==> config.mk <==
export PLATFORM = sky130hd
export DESIGN_NAME = ps2_host_tx
export DESIGN_NICKNAME = d
export VERILOG_FILES = /design/src/rtl/ps2_host_tx.sv
export SDC_FILE = /design/constraint.sdc
export NUM_CORES = 1
export LEC_CHECK = 0
export CAP_MARGIN = 40
export CORE_UTILIZATION = 50
export DETAILED_ROUTE_END_ITERATION = 7
export PLACE_DENSITY = 0.69
export SETUP_SLACK_MARGIN = 0.02
export SLEW_MARGIN = 20
export SYNTH_ARGS = -nofsm -noshare
export SYNTH_HDL_FRONTEND = slang
export SYNTH_SLANG_ARGS = --single-unit
==> constraint.sdc <==
create_clock -name clk_25MHz -period 3 [get_ports clk_25MHz]
set_input_delay 0.45 -clock clk_25MHz [delete_from_list [all_inputs] [get_ports clk_25MHz]]
set_output_delay 0.45 -clock clk_25MHz [all_outputs]
set_load 0.1 [all_outputs]
==> src/rtl/ps2_host_tx.sv <==
// PS/2 host-to-device command transmitter: inhibit, request-to-send, 10-bit shift-out, ACK check.
// Lines are only ever pulled low; the top level turns each *_drive_low into an open-drain pad.
module ps2_host_tx #(
    parameter int INHIBIT_CYCLES = 2500,
    parameter int REQ_CYCLES     = 25,
    parameter int TIMEOUT_CYCLES = 375000
) (
    input  logic       clk_25MHz,
    input  logic       reset,
    input  logic [7:0] tx_data,
    input  logic       tx_start,
    input  logic       ps2_clk_in,
    input  logic       ps2_data_in,
    output logic       ps2_clk_drive_low,
    output logic       ps2_data_drive_low,
    output logic       tx_busy,
    output logic       tx_done,
    output logic       tx_error
);

    localparam int HOLD_MAX = (INHIBIT_CYCLES > REQ_CYCLES) ? INHIBIT_CYCLES : REQ_CYCLES;
    localparam int HW       = $clog2(HOLD_MAX + 1);
    localparam int TW       = $clog2(TIMEOUT_CYCLES + 1);

    localparam logic [HW-1:0] INHIBIT_LAST = HW'(INHIBIT_CYCLES - 1);
    localparam logic [HW-1:0] REQ_LAST     = HW'(REQ_CYCLES - 1);
    localparam logic [TW-1:0] TIMEOUT_MAX  = TW'(TIMEOUT_CYCLES);
    localparam logic [TW-1:0] TIMEOUT_LAST = TW'(TIMEOUT_CYCLES - 1);

    typedef enum logic [2:0] {
        IDLE,
        INHIBIT,
        REQ,
        SHIFT,
        ACK,
        WAIT_IDLE,
        DONE,
        ERR
    } state_t;

    state_t        state, state_next;
    logic [HW-1:0] hold_cnt, hold_cnt_next;
    logic [TW-1:0] timeout_cnt, timeout_cnt_next;
    logic [3:0]    bit_idx, bit_idx_next;
    logic [9:0]    shift_reg, shift_reg_next;
    logic          data_low, data_low_next;

    logic clk_meta, clk_sync, clk_prev;
    logic data_meta, data_sync;
    logic clk_fall;
    logic timed_out;

    // Synchronizers reset to the idle (released-high) line level so no false edge appears after reset.
    always_ff @(posedge clk_25MHz) begin
        if (reset) begin
            clk_meta  <= 1'b1;
            clk_sync  <= 1'b1;
            clk_prev  <= 1'b1;
            data_meta <= 1'b1;
            data_sync <= 1'b1;
        end else begin
            clk_meta  <= ps2_clk_in;
            clk_sync  <= clk_meta;
            clk_prev  <= clk_sync;
            data_meta <= ps2_data_in;
            data_sync <= data_meta;
        end
    end

    assign clk_fall  = clk_prev & ~clk_sync;
    assign timed_out = (timeout_cnt >= TIMEOUT_LAST);

    always_ff @(posedge clk_25MHz) begin
        if (reset) begin
            state       <= IDLE;
            hold_cnt    <= '0;
            timeout_cnt <= '0;
            bit_idx     <= '0;
            shift_reg   <= '0;
            data_low    <= 1'b0;
        end else begin
            state       <= state_next;
            hold_cnt    <= hold_cnt_next;
            timeout_cnt <= timeout_cnt_next;
            bit_idx     <= bit_idx_next;
            shift_reg   <= shift_reg_next;
            data_low    <= data_low_next;
        end
    end

    always_comb begin
        state_next         = state;
        hold_cnt_next      = hold_cnt;
        timeout_cnt_next   = timeout_cnt;
        bit_idx_next       = bit_idx;
        shift_reg_next     = shift_reg;
        data_low_next      = data_low;
        ps2_clk_drive_low  = 1'b0;
        ps2_data_drive_low = 1'b0;
        tx_busy            = 1'b1;
        tx_done            = 1'b0;
        tx_error           = 1'b0;

        // Saturating watchdog on the device clock, restarted by every falling edge.
        if (state == SHIFT || state == ACK || state == WAIT_IDLE) begin
            if (clk_fall) begin
                timeout_cnt_next = '0;
            end else if (timeout_cnt != TIMEOUT_MAX) begin
                timeout_cnt_next = timeout_cnt + 1'b1;
            end
        end

        case (state)
            IDLE: begin
                tx_busy       = 1'b0;
                hold_cnt_next = '0;
                bit_idx_next  = '0;
                data_low_next = 1'b0;
                if (tx_start) begin
                    state_next     = INHIBIT;
                    shift_reg_next = {1'b1, ~^tx_data, tx_data};
                end
            end
            INHIBIT: begin
                ps2_clk_drive_low = 1'b1;
                if (hold_cnt == INHIBIT_LAST) begin
                    state_next    = REQ;
                    hold_cnt_next = '0;
                end else begin
                    hold_cnt_next = hold_cnt + 1'b1;
                end
            end
            REQ: begin
                ps2_clk_drive_low  = 1'b1;
                ps2_data_drive_low = 1'b1;
                if (hold_cnt == REQ_LAST) begin
                    state_next       = SHIFT;
                    hold_cnt_next    = '0;
                    timeout_cnt_next = '0;
                    data_low_next    = 1'b1;
                end else begin
                    hold_cnt_next = hold_cnt + 1'b1;
                end
            end
            SHIFT: begin
                // Start bit stays asserted until the device's first falling edge.
                ps2_data_drive_low = data_low;
                if (clk_fall) begin
                    data_low_next  = ~shift_reg[0];
                    shift_reg_next = {1'b0, shift_reg[9:1]};
                    bit_idx_next   = bit_idx + 1'b1;
                    if (bit_idx == 4'd9) begin
                        state_next = ACK;
                    end
                end else if (timed_out) begin
                    state_next = ERR;
                end
            end
            ACK: begin
                if (clk_fall) begin
                    state_next = data_sync ? ERR : WAIT_IDLE;
                end else if (timed_out) begin
                    state_next = ERR;
                end
            end
            WAIT_IDLE: begin
                if (clk_sync && data_sync) begin
                    state_next = DONE;
                end else if (timed_out) begin
                    state_next = ERR;
                end
            end
            DONE: begin
                tx_done    = 1'b1;
                state_next = IDLE;
            end
            ERR: begin
                tx_error   = 1'b1;
                state_next = IDLE;
            end
            default: begin
                state_next = IDLE;
            end
        endcase
    end

endmodule

==> flow_metrics.py <==
metrics = {
    "run_status": {
        "outcome": "completed",
    },
    "global_routing": {
        "grt_pass1_wl_um": 10500,
        "antenna_found_initial": 0,
        "grt_overflow": 0,
        "grt_max_degree": 36,
        "grt_pass1_vias": 2314,
        "grt_usage": 0.215,
    },
    "synthesis": {
        "avgSynthCellArea_um2": 7.94,
        "syn-num-nets": 380,
        "synth_edf_count": 0,
        "ys_async_sr_fraction": 0,
        "ys_ff_latch": 54,
        "yosysSeqAreaShare": 0.377,
        "synth_flop_cell": "dfxtp_1",
        "synthDistinctLibCells": 53,
        "synth_area_um2": 2870,
        "yosysWarnings": 0,
        "synthesis.instances": 361,
    },
    "routing": {
        "drc_errors": 0,
        "routed_wl_um": 6060,
        "num_vias": 2539,
        "post_drt_via_cell_ratio": 5.65,
        "wl_per_cell_um": 13.5,
        "ant_nets": 0,
        "dr.pass1.iters": 4,
        "first_iter_violations": 133,
    },
    "layout": {
        "nNetsFinal": 395,
        "largest_reg_flops": 19,
        "drive_above_1_share": 0.0875,
        "diodes": 0,
        "area_delta_synth_final_pct": 11.9,
        "fin_util": 0.582,
    },
    "clock_network": {
        "htree_levels": 2,
        "cts_setup_buffers": 0,
        "cts_buffer_depth": 2,
        "cts_sinks": 54,
        "clk-insertion-delay-late_ns": 0.30,
        "cts_hold_buf": 0,
        "cts_tree": "yes",
        "clockRootBuffer": "clkbuf_8",
        "cts.repair.resized": 0,
        "cts-buffers-inserted": 5,
        "clkTransAtPathRegs_ns": 0.09,
    },
    "sta": {
        "relSlewSlack": 0.529,
        "min_period_over_period": 0.852,
        "final-setup-viol-count": 0,
        "timing.fmax_mhz": 391,
        "finalMaxSlewViolations": 0,
        "whs_ns": 0.415,
        "worst_pin_slew_ns": 0.706,
        "final_hold_viol_count": 0,
        "fin_crit_ns": 2.56,
        "rsz0062_at_grt": "no",
        "skew_ns": 0.00312,
        "setup-tns-final_ns": 0,
    },
    "floorplan": {
        "design.die.area_um2": 6040,
        "num_rows": 27,
        "die_width_um": 77.7,
        "pin_count": 18,
        "die_h_um": 77.7,
        "start_util": 0.521,
        "core_area_um2": 5510,
    },
    "power": {
        "ir_worst_vdd_mv": 0.577,
        "p_leak_nw": 1.16,
        "p_per_area_nw_per_um2": 628,
    },
    "placed_design": {
        "place.gp.congestion": 0.855,
        "port_buffers": 17,
        "hpwl_um": 4250,
    },
    "critical_path": {
        "critPathKind": "flip-flop to flip-flop",
        "cp-start-kind": "flip-flop",
        "cp.required_ns": 3.22,
        "crit_path_max_fanout": 23,
        "worst_ep_arrival_time_ns": 2.77,
        "end_kind": "flip-flop",
    },
    "hold_path": {
        "holdCritPathClass": "flip-flop to flip-flop",
    },
    "job": {
        "maxCapViolations": 0,
    },
}
-- power by group --
| part | total (mW) | switching (mW) | internal [mW] |
|---|---|---|---|
| registers | 0.832 | 0.0610 | 0.771 |
| logic | 0.702 | 0.469 | 0.233 |
| clock network | 0.479 | 0.229 | 0.250 |
| total | 2.01 | 0.759 | 1.25 |
-- per-stage QoR --
stage | instance area (µm²) | setup slack [ns] | total power [mW] | std cells
floorplan | 2870 | 0.380 | 1.41 | 361
global placement | 3100 | 0.606 | 1.54 | 441
detailed placement | 3100 | 0.492 | 1.55 | 441
CTS | 3210 | 0.456 | 2.02 | 449
global route | 3210 | 0.246 | 2.13 | 449
finish | 3210 | 0.445 | 2.01 | 449
-- placed cells by master (no fill, tap or decap), drive strengths merged, types with 9 or more instances in the layout --
cell           netlist  routed
nand4                9       9
inv                 13      13
nand3               16      16
buf                  3      13
a21oi               35      35
clkdlybuf4s50        0      12
nor2                42      42
xnor2               10      10
xor2                14      14
nand2               42      42
and3                10      10
dfxtp               54      54
-- metal layers --
metal	wire [µm]	track usage	share of wire
met1	3080	0.296	0.51
met2	2750	0.344	0.45
met3	164	0.0294	0.027
met4	59	0.0717	0.0097
met5	0	0	0
-- final cells by class --
| class | instances | area, µm² |
|---|---|---|
| well taps | 72 | 90.1 |
| flip-flops and latches | 54 | 1080 |
| fillers | 509 | 2300 |
| clock buffers | 7 | 76.3 |
| multi-input cells | 277 | 1660 |
| clock inverters | 1 | 30.0 |
| inverters | 13 | 48.8 |
| repair buffers | 25 | 218 |
-- cells by family (layout without fill, tap and decap cells) --
group / Yosys count / in the layout / synth area share
xor+xnor: 24 / 24 / 0.0733
flops: 54 / 54 / 0.377
buf+inv: 30 / 46 / 0.0428
compound gates: 86 / 86 / 0.197
simple gates: 160 / 160 / 0.280
fa+ha+maj: 6 / 6 / 0.0262
mux: 1 / 1 / 0.00349
-- critical path, cell delays in order, from the launching register on --
cell and delay [ns]:
dfxtp_1 0.41, ha_1 0.23, or4bb_1 0.51, o31ai_2 0.44, nand2_2 0.35, o31a_1 0.39, nor4_1 0.14
-- Yosys cell counts (2+ instances only) --
library cell / n / area, µm²
or2_2: 6 / 37.5
or4bb_1: 2 / 22.5
a211o_1: 2 / 17.5
a211oi_1: 4 / 30.0
a31oi_1: 7 / 43.8
buf_2: 2 / 10.0
inv_1: 13 / 48.8
o21ai_0: 8 / 40.0
nor3b_1: 2 / 15.0
nand2_1: 41 / 154
or3_1: 2 / 12.5
nand4_1: 9 / 56.3
and3_1: 10 / 62.6
a22oi_1: 2 / 15.0
ha_1: 6 / 75.1
a21o_1: 4 / 30.0
o211ai_1: 2 / 15.0
nand3_1: 16 / 80.1
a41oi_1: 2 / 17.5
xnor2_1: 10 / 87.6
o31ai_2: 2 / 25.0
a311oi_1: 8 / 70.1
nor2_1: 42 / 158
nor4_1: 5 / 31.3
nor2b_1: 2 / 12.5
o31ai_1: 2 / 15.0
nand2b_1: 4 / 25.0
a21oi_1: 35 / 175
xor2_1: 14 / 123
clkbuf_1: 14 / 52.6
dfxtp_1: 54 / 1080
nor3_1: 8 / 40.0
-- path summary, 6_finish.rpt --
| check | start | end | slack (ns) | cells after the start |
|---|---|---|---|---|
| setup / recovery | hold_cnt[0] | state[0] | 0.44 | 6 |
| hold / removal | clk_meta | clk_sync | 0.42 | 1 |
| setup reg to reg | hold_cnt[0] | state[0] | 0.44 | 6 |
| hold reg to reg | clk_meta | clk_sync | 0.42 | 1 |
No activity file was read; power rests on OpenSTA's default activity.
